$ cat src/rtl/btn_conditioner.sv
// Pushbutton front end: per-button synchroniser and debouncer, plus an execute strobe carrying a select snapshot.
// Optional auto-repeat of the execute strobe while held is enabled by defining BTN_AUTOREPEAT_EN.
module btn_conditioner #(
    parameter int SYNC_STAGES     = 2,
    parameter int DEBOUNCE_CYCLES = 500000,
    parameter int REPEAT_CYCLES   = 25000000
) (
    input  logic       clk,
    input  logic       rst,
    input  logic       btnl_raw,
    input  logic       btnc_raw,
    input  logic       btnr_raw,
    input  logic       btnd_raw,
    output logic       btnl,
    output logic       btnc,
    output logic       btnr,
    output logic       op_valid,
    output logic [2:0] op_sel
);

    localparam int CNT_W = $clog2(DEBOUNCE_CYCLES);
    localparam logic [CNT_W-1:0] CNT_LAST = CNT_W'(DEBOUNCE_CYCLES - 1);

    if (SYNC_STAGES < 2 || SYNC_STAGES > 3) begin : g_bad_sync
        $error("btn_conditioner: SYNC_STAGES must be 2 or 3");
    end
    if (DEBOUNCE_CYCLES < 2) begin : g_bad_debounce
        $error("btn_conditioner: DEBOUNCE_CYCLES must be at least 2");
    end
    if (REPEAT_CYCLES < 2) begin : g_bad_repeat
        $error("btn_conditioner: REPEAT_CYCLES must be at least 2");
    end

    typedef enum logic {
        ST_STABLE,
        ST_PENDING
    } db_state_t;

    // Bit order: 3 = left, 2 = centre, 1 = right, 0 = execute (down).
    logic [3:0] w_raw;
    logic [3:0] w_db;
    logic [3:0] w_toggle;

    assign w_raw = {btnl_raw, btnc_raw, btnr_raw, btnd_raw};

    for (genvar gi = 0; gi < 4; gi++) begin : g_btn
        logic [SYNC_STAGES-1:0] r_sync;
        logic                   w_sync;
        db_state_t              r_state;
        db_state_t              w_state_nxt;
        logic [CNT_W-1:0]       r_cnt;
        logic [CNT_W-1:0]       w_cnt_nxt;
        logic                   r_db;
        logic                   w_db_nxt;
        logic                   w_tog;

        always_ff @(posedge clk or posedge rst) begin
            if (rst) begin
                r_sync <= '0;
            end else begin
                r_sync <= {r_sync[SYNC_STAGES-2:0], w_raw[gi]};
            end
        end

        assign w_sync = r_sync[SYNC_STAGES-1];

        always_ff @(posedge clk or posedge rst) begin
            if (rst) begin
                r_state <= ST_STABLE;
                r_cnt   <= '0;
                r_db    <= 1'b0;
            end else begin
                r_state <= w_state_nxt;
                r_cnt   <= w_cnt_nxt;
                r_db    <= w_db_nxt;
            end
        end

        // Any return of the synchronised level to the accepted one restarts the count.
        always_comb begin
            w_state_nxt = ST_STABLE;
            w_cnt_nxt   = '0;
            w_db_nxt    = r_db;
            w_tog       = 1'b0;
            case (r_state)
                ST_STABLE: begin
                    if (w_sync != r_db) begin
                        w_state_nxt = ST_PENDING;
                        w_cnt_nxt   = r_cnt + 1'b1;
                    end
                end
                ST_PENDING: begin
                    if (w_sync == r_db) begin
                        w_state_nxt = ST_STABLE;
                    end else if (r_cnt == CNT_LAST) begin
                        w_state_nxt = ST_STABLE;
                        w_db_nxt    = ~r_db;
                        w_tog       = 1'b1;
                    end else begin
                        w_state_nxt = ST_PENDING;
                        w_cnt_nxt   = r_cnt + 1'b1;
                    end
                end
                default: begin
                    w_state_nxt = ST_STABLE;
                end
            endcase
        end

        assign w_db[gi]     = r_db;
        assign w_toggle[gi] = w_tog;
    end

    logic w_press;
    logic w_fire;

    assign w_press = w_toggle[0] & ~w_db[0];

`ifdef BTN_AUTOREPEAT_EN
    localparam int REP_W = $clog2(REPEAT_CYCLES);
    localparam logic [REP_W-1:0] REP_LAST = REP_W'(REPEAT_CYCLES - 1);

    logic             w_release;
    logic             w_repeat;
    logic [REP_W-1:0] r_rep_cnt;

    assign w_release = w_toggle[0] & w_db[0];
    // A repeat that would coincide with the release edge is suppressed.
    assign w_repeat  = w_db[0] & ~w_release & (r_rep_cnt == REP_LAST);

    always_ff @(posedge clk or posedge rst) begin
        if (rst) begin
            r_rep_cnt <= '0;
        end else if (!w_db[0] || w_release || w_repeat) begin
            r_rep_cnt <= '0;
        end else begin
            r_rep_cnt <= r_rep_cnt + 1'b1;
        end
    end

    assign w_fire = w_press | w_repeat;
`else
    assign w_fire = w_press;
`endif

    logic       r_op_valid;
    logic [2:0] r_op_sel;

    // Snapshot uses the pre-edge select levels, so a select settling on this edge is seen at its old value.
    always_ff @(posedge clk or posedge rst) begin
        if (rst) begin
            r_op_valid <= 1'b0;
            r_op_sel   <= 3'b000;
        end else begin
            r_op_valid <= w_fire;
            if (w_fire) begin
                r_op_sel <= w_db[3:1];
            end
        end
    end

    assign btnl     = w_db[3];
    assign btnc     = w_db[2];
    assign btnr     = w_db[1];
    assign op_valid = r_op_valid;
    assign op_sel   = r_op_sel;

endmodule
$ cat config.mk
export PLATFORM = sky130hd
export DESIGN_NAME = btn_conditioner
export DESIGN_NICKNAME = d
export VERILOG_FILES = /design/src/rtl/btn_conditioner.sv
export SDC_FILE = /design/constraint.sdc
export NUM_CORES = 1
export LEC_CHECK = 0
export BUFFER_PORTS_ARGS = -buffer_cell sky130_fd_sc_hd__buf_2
export CAP_MARGIN = 20
export CORE_ASPECT_RATIO = 1.2
export CORE_MARGIN = 10
export CORE_UTILIZATION = 50
export CTS_BUF_LIST = sky130_fd_sc_hd__clkbuf_8
export DETAILED_ROUTE_END_ITERATION = 8
export PLACE_DENSITY = 0.73
export RECOVER_POWER = 50
export SYNTH_ARGS = -nofsm -noshare
export SYNTH_HDL_FRONTEND = slang
export SYNTH_SLANG_ARGS = --single-unit
$ cat constraint.sdc
create_clock -name clk -period 6.9 [get_ports clk]
set_input_delay 0.69 -clock clk [delete_from_list [all_inputs] [get_ports clk]]
set_output_delay 0.69 -clock clk [all_outputs]
set_load 0.005 [all_outputs]
# Yosys cells after proc, flatten, opt, wreduce, memory -nomap -nowiden
# Index checks and enable logic that the tools add are counted.
# word_totals
regBits	96
out_inout_bits	7
# classes
mux	35
n_addsub	4
n_bitwise	13
eq_ne	12
n_reduce_logical	4
# op_table
cell	count
two-way mux 19 bit	12
one-hot mux 19 bit (2 select lines)	4
adder 19 x 1 -> 19 bit, second input constant	4
equality test 19 bit, second input constant	4
two-way mux 1 bit	15
NOT 1 bit	12
AND reduction 3 bit	4
one-hot mux 1 bit (2 select lines)	4
equality test 1 bit	4
!= test 1 bit	4
bitwise AND 1 bit	1

# Longest topological paths before layout
# depth
word_depth	5
mapped_depth	7

# Worst setup path before layout
# No wires, ideal clock.
# synth_timing
path_kind	reg-to-reg
start	register g_btn[3].r_cnt[11]
end	register g_btn[3].r_db (netlist: btnl)
arrival_time_ps	1848
path_stages_with_launch	5
slack_ps	4927
required_ps	6775
path_cell_list	dfrtp_1 > or4b_2 > or3_4 > nor2_1 > mux2_2
# synth_via
elab_chain_cells	2
# synth_rtl
element	line_no	rtl
start: declaration	51	logic [CNT_W-1:0] r_cnt;
start signal: assignment	74	r_cnt <= w_cnt_nxt;
equality test 19 bit	95	end else if (r_cnt == CNT_LAST) begin
AND reduction 3 bit (no source line)	-	
end signal: assignment	75	r_db <= w_db_nxt;
end: declaration	53	logic r_db;
# Every way passes these cells.
# A chain may end at the register's enable or synchronous reset.

# Final worst setup path
# layout_timing
start	register g_btn[2].r_cnt[14]
end	register g_btn[2].r_cnt[11]
# layout_via
elab_chain_cells	4
# layout_rtl
element	line_no	rtl
start: declaration	51	
start signal: assignment	74	
equality test 19 bit	95	
two-way mux 19 bit	95	
two-way mux 19 bit	93	if (w_sync == r_db) begin
one-hot mux 19 bit (2 select lines)	85	case (r_state)
net g_btn[2].w_cnt_nxt[11]	52	logic [CNT_W-1:0] w_cnt_nxt;
# The timed path passes the listed nets, and every way through them passes these cells.

==> flow_summary.rst <==
.. list-table::
   :header-rows: 1

   * - Metric
     - Value
   * - Root buffer selected by CTS
     - clkbuf_8
   * - Cell class contributing the biggest share of worst-path delay
     - simple AND/OR/NAND/NOR gates
   * - Routed WL
     - 7960 um
   * - Total placed instance area
     - approximately 0.0047 mm^2
   * - Iteration-0 DRC count of the detailed router
     - 107
   * - Nature of the critical path endpoint
     - flip-flop
   * - Worst reg2reg path depth
     - 4
   * - Final Core Density
     - a little under three fifths
   * - Most used standard cells in the synthesized netlist
     - 96 x dfrtp_1, 63 x nor2_1, 30 x xnor2_1, 26 x nand2_1
   * - TritonCTS clock tree
     - done
   * - Met3 Wirelength
     - 212 um
   * - Most instantiated library cell after synthesis
     - dfrtp_1
   * - Critical register-to-register path endpoint
     - g_btn[2].r_cnt[11]
   * - Critical path origin
     - g_btn[2].r_cnt[14]
   * - Chip Width
     - about 110 um
   * - Number of enable-type register cells in the synthesized netlist
     - 0
   * - Number of remaining DRC errors
     - 0
   * - Area growth from synthesis to final layout
     - 8.18%
   * - Data arrival at the endpoint of the critical path
     - 2.46 ns
   * - Most used flip-flop cell after synthesis
     - dfrtp_1
   * - HPWL reported at the end of detailed placement
     - 5540 um
   * - Layout Cell Area excl Fill
     - 0.00485 mm^2
   * - Detailed Routing Iterations Pass 1
     - 4
   * - Number of global-route vias before repair
     - 3118
   * - Required @ worst endpoint
     - 7.12 ns
   * - Maximum number of pins on one net before global-route repair
     - 76
   * - Overall via count from detail_route
     - 3126
   * - Highest routed metal layer
     - met4
   * - Worst Hold Endpoint
     - g_btn[0].r_sync[1]
   * - Synth area leader
     - dfrtp_1
   * - Run status
     - finished, final reports clean
   * - Area of the core
     - ~0.0087 mm^2
   * - Hold wc startpoint
     - g_btn[0].r_sync[0]
   * - Floorplan row count
     - 37
   * - Largest clock skew in the final design
     - between 0.008 and 0.009 ns
   * - Number of sinks on the clock net
     - 96
   * - Seq cells post-synth
     - 96
   * - Starting utilization of the core area
     - 51.8%
   * - RR Startpoint
     - g_btn[2].r_cnt[14]
   * - Average vias per placed instance
     - roughly 5.4
   * - Minimum setup slack among reg-to-reg paths
     - about 4.7 ns
   * - Relative max-transition margin
     - between 30% and 40%
   * - Routed Antenna Nets
     - 0
   * - Antenna violations before repair
     - 0
   * - Power per cell area
     - slightly above 200 mW/mm^2
   * - Worst hold path type
     - flip-flop to flip-flop
   * - Number of cells traversed by the worst hold path
     - 0
   * - Number of buffers on the longest clock path
     - 2
   * - Wire length per cell
     - roughly 14 um
   * - Global-route wire length before repair
     - 13900 um
   * - Slew of the pin with the lowest slew margin
     - 0.932 ns
   * - Total of hold buffers inserted after clock tree synthesis
     - 0
   * - Top achievable clock speed
     - around 450 MHz
   * - DR WL met2
     - 3880 um
   * - Worst path cell trace
     - or4_1 > nor4_1 > a41o_1 > nor2_1
   * - # Post-CTS Setup Buffers
     - 0
   * - Cell at the slowest stage of the critical path
     - a41o_1
   * - Overall overflow remaining after global route
     - 0
   * - Syn avg cell area
     - slightly above 10 um^2
   * - Unique cell type count in the Yosys netlist
     - 39
   * - Placed Cells incl. Taps
     - 558
   * - Final Hold Fails
     - 0
   * - Static Leak
     - roughly 2 nW
   * - # fillers
     - 788
   * - Sequential-to-total area share from yosys stat
     - 53.6%
   * - Maximum cell stage delay along the critical path
     - 0.64 ns
   * - Clock transition at the registers of the reported paths
     - 0.09 ns
   * - Total CTS buffers
     - 9
   * - Share of flip-flops with an asynchronous set or reset after synthesis
     - 100%
   * - Fin cells
     - 574
   * - Worst VDD drop
     - 129 uV
   * - Setup TNS
     - 0 ns
   * - Yosys warnings
     - 0
   * - Top post-synthesis cells by area
     - dfrtp_1 54%, xnor2_1 5.9%, nor2_1 5.3%, xor2_1 4.3%, nand4_1 3.1%
   * - Fraction of the cycle the final worst path needs
     - 32.4%
   * - Crit Path Category
     - flip-flop to flip-flop
   * - Insertion delay to the later sink of the worst-skew pair
     - 0.37 ns
   * - Count of buffering cells on the critical path with inverters included
     - 0
   * - Min Clock Period, post-route
     - 2.23 ns
   * - Syn Inst Count
     - about 440
   * - # resized after CTS
     - 0
   * - Overall global routing resource usage
     - ~13%
   * - CTS H-tree depth
     - 3
   * - Number of nets in the layout
     - 462
   * - Setup repair after global routing missed its margin
     - false
   * - Gpl congestion
     - 0.853
   * - Critical path startpoint category
     - flip-flop
   * - Area share of the largest cell type after synthesis
     - 53.6%
   * - Final setup vio count
     - 0
   * - Overall Power
     - 0.978 mW
   * - Die extent in y
     - between 100 and 150 um
   * - Number of buffer cells added on primary ports
     - 12
   * - Top-level I/O count
     - 13
   * - Number of maximum-capacitance constraint violations
     - 0
   * - Antenna Cells
     - 0
   * - Syn Std Cell Area
     - 0.00448 mm^2
   * - Wl on met1
     - 3730 um
   * - Net Count, Synth
     - 449
   * - Layout cells sized above 1
     - between 10% and 20%
   * - Critical-path maximum fanout
     - 18
   * - Total Die Area
     - 0.0132 mm^2
   * - Count of pins over their slew limit
     - 0
[cell families (layout without fill, tap and decap cells)]
family,after synthesis,in the layout,synth area share [%]
fa+ha+maj,4,4,1.12
flops,96,96,53.6
xor+xnor,52,52,10.2
compound gates,44,44,5.92
buf+inv,29,47,2.71
simple gates,207,207,24.7
mux,7,7,1.76
[how the worst max path moves through the flow]
| stage | slack (ns) | cells past startpoint | to |
|---|---|---|---|
| finish | 4.67 | 4 | g_btn[2].r_cnt[11] |
| global route | 4.46 | 4 | g_btn[2].r_cnt[7] |
| CTS | 4.66 | 4 | g_btn[2].r_cnt[11] |
| detailed placement | 4.66 | 4 | g_btn[2].r_cnt[6] |
| global placement | 4.60 | 5 | g_btn[1].r_cnt[14] |
| floorplan | 3.70 | 1 | btnc |
[layout by cell type (no fill, tap or decap), types with 8 or more instances in the layout]
cell type and instances:
xnor2_1 30, xor2_1 22, clkbuf_8 9, nor3_1 13
o21ai_0 12, buf_2 8, dfrtp_1 96, nor4_1 8
a21oi_1 20, or3_1 10, nand3_1 22, inv_1 16
nand2_1 26, nand4_1 22, or4_1 9, nor2_1 63
[metal layers]
metal	up-vias	global-route usage (%)
li1	1560	-
met4	0	6.78
met5	-	0
met1	1527	15.4
met3	11	3.10
met2	28	21.5
[cell type report]
type / count / area (um^2) / area share (%)
Multi-Input combinational cell: 314 / 1960 / 40.4
Clock buffer: 9 / 124 / 2.55
Inverter: 16 / 61.3 / 1.26
Clock inverter: 7 / 71.3 / 1.47
Sequential cell: 96 / 2400 / 49.5
Tap cell: 117 / 146 / 3.02
Timing Repair Buffer: 15 / 85.1 / 1.75
[registers in the layout, summed over array words and instances, names as in the netlist]
register	flops
g_btn.r_cnt	76
g_btn.r_sync	8
g_btn.r_state	4
op_sel	3
btnc	1
btnl	1
btnr	1
g_btn.r_db	1
op_valid	1
[power breakdown]
part,switching (mW),internal [mW]
combinational,0.0240,0.0103
sequential,0.00763,0.571
clock,0.197,0.168
total,0.229,0.750
[through the flow]
stage | setup WS (ns) | hold slack, ns
final | 4.67 | 0.353
after global routing | 4.46 | 0.351
after CTS | 4.66 | 0.247
after detailed placement | 4.66 | 0.335
after global placement | 4.60 | 0.335
after floorplan | 3.70 | 0.331
Note: power is estimated with default switching activity, not from simulation.
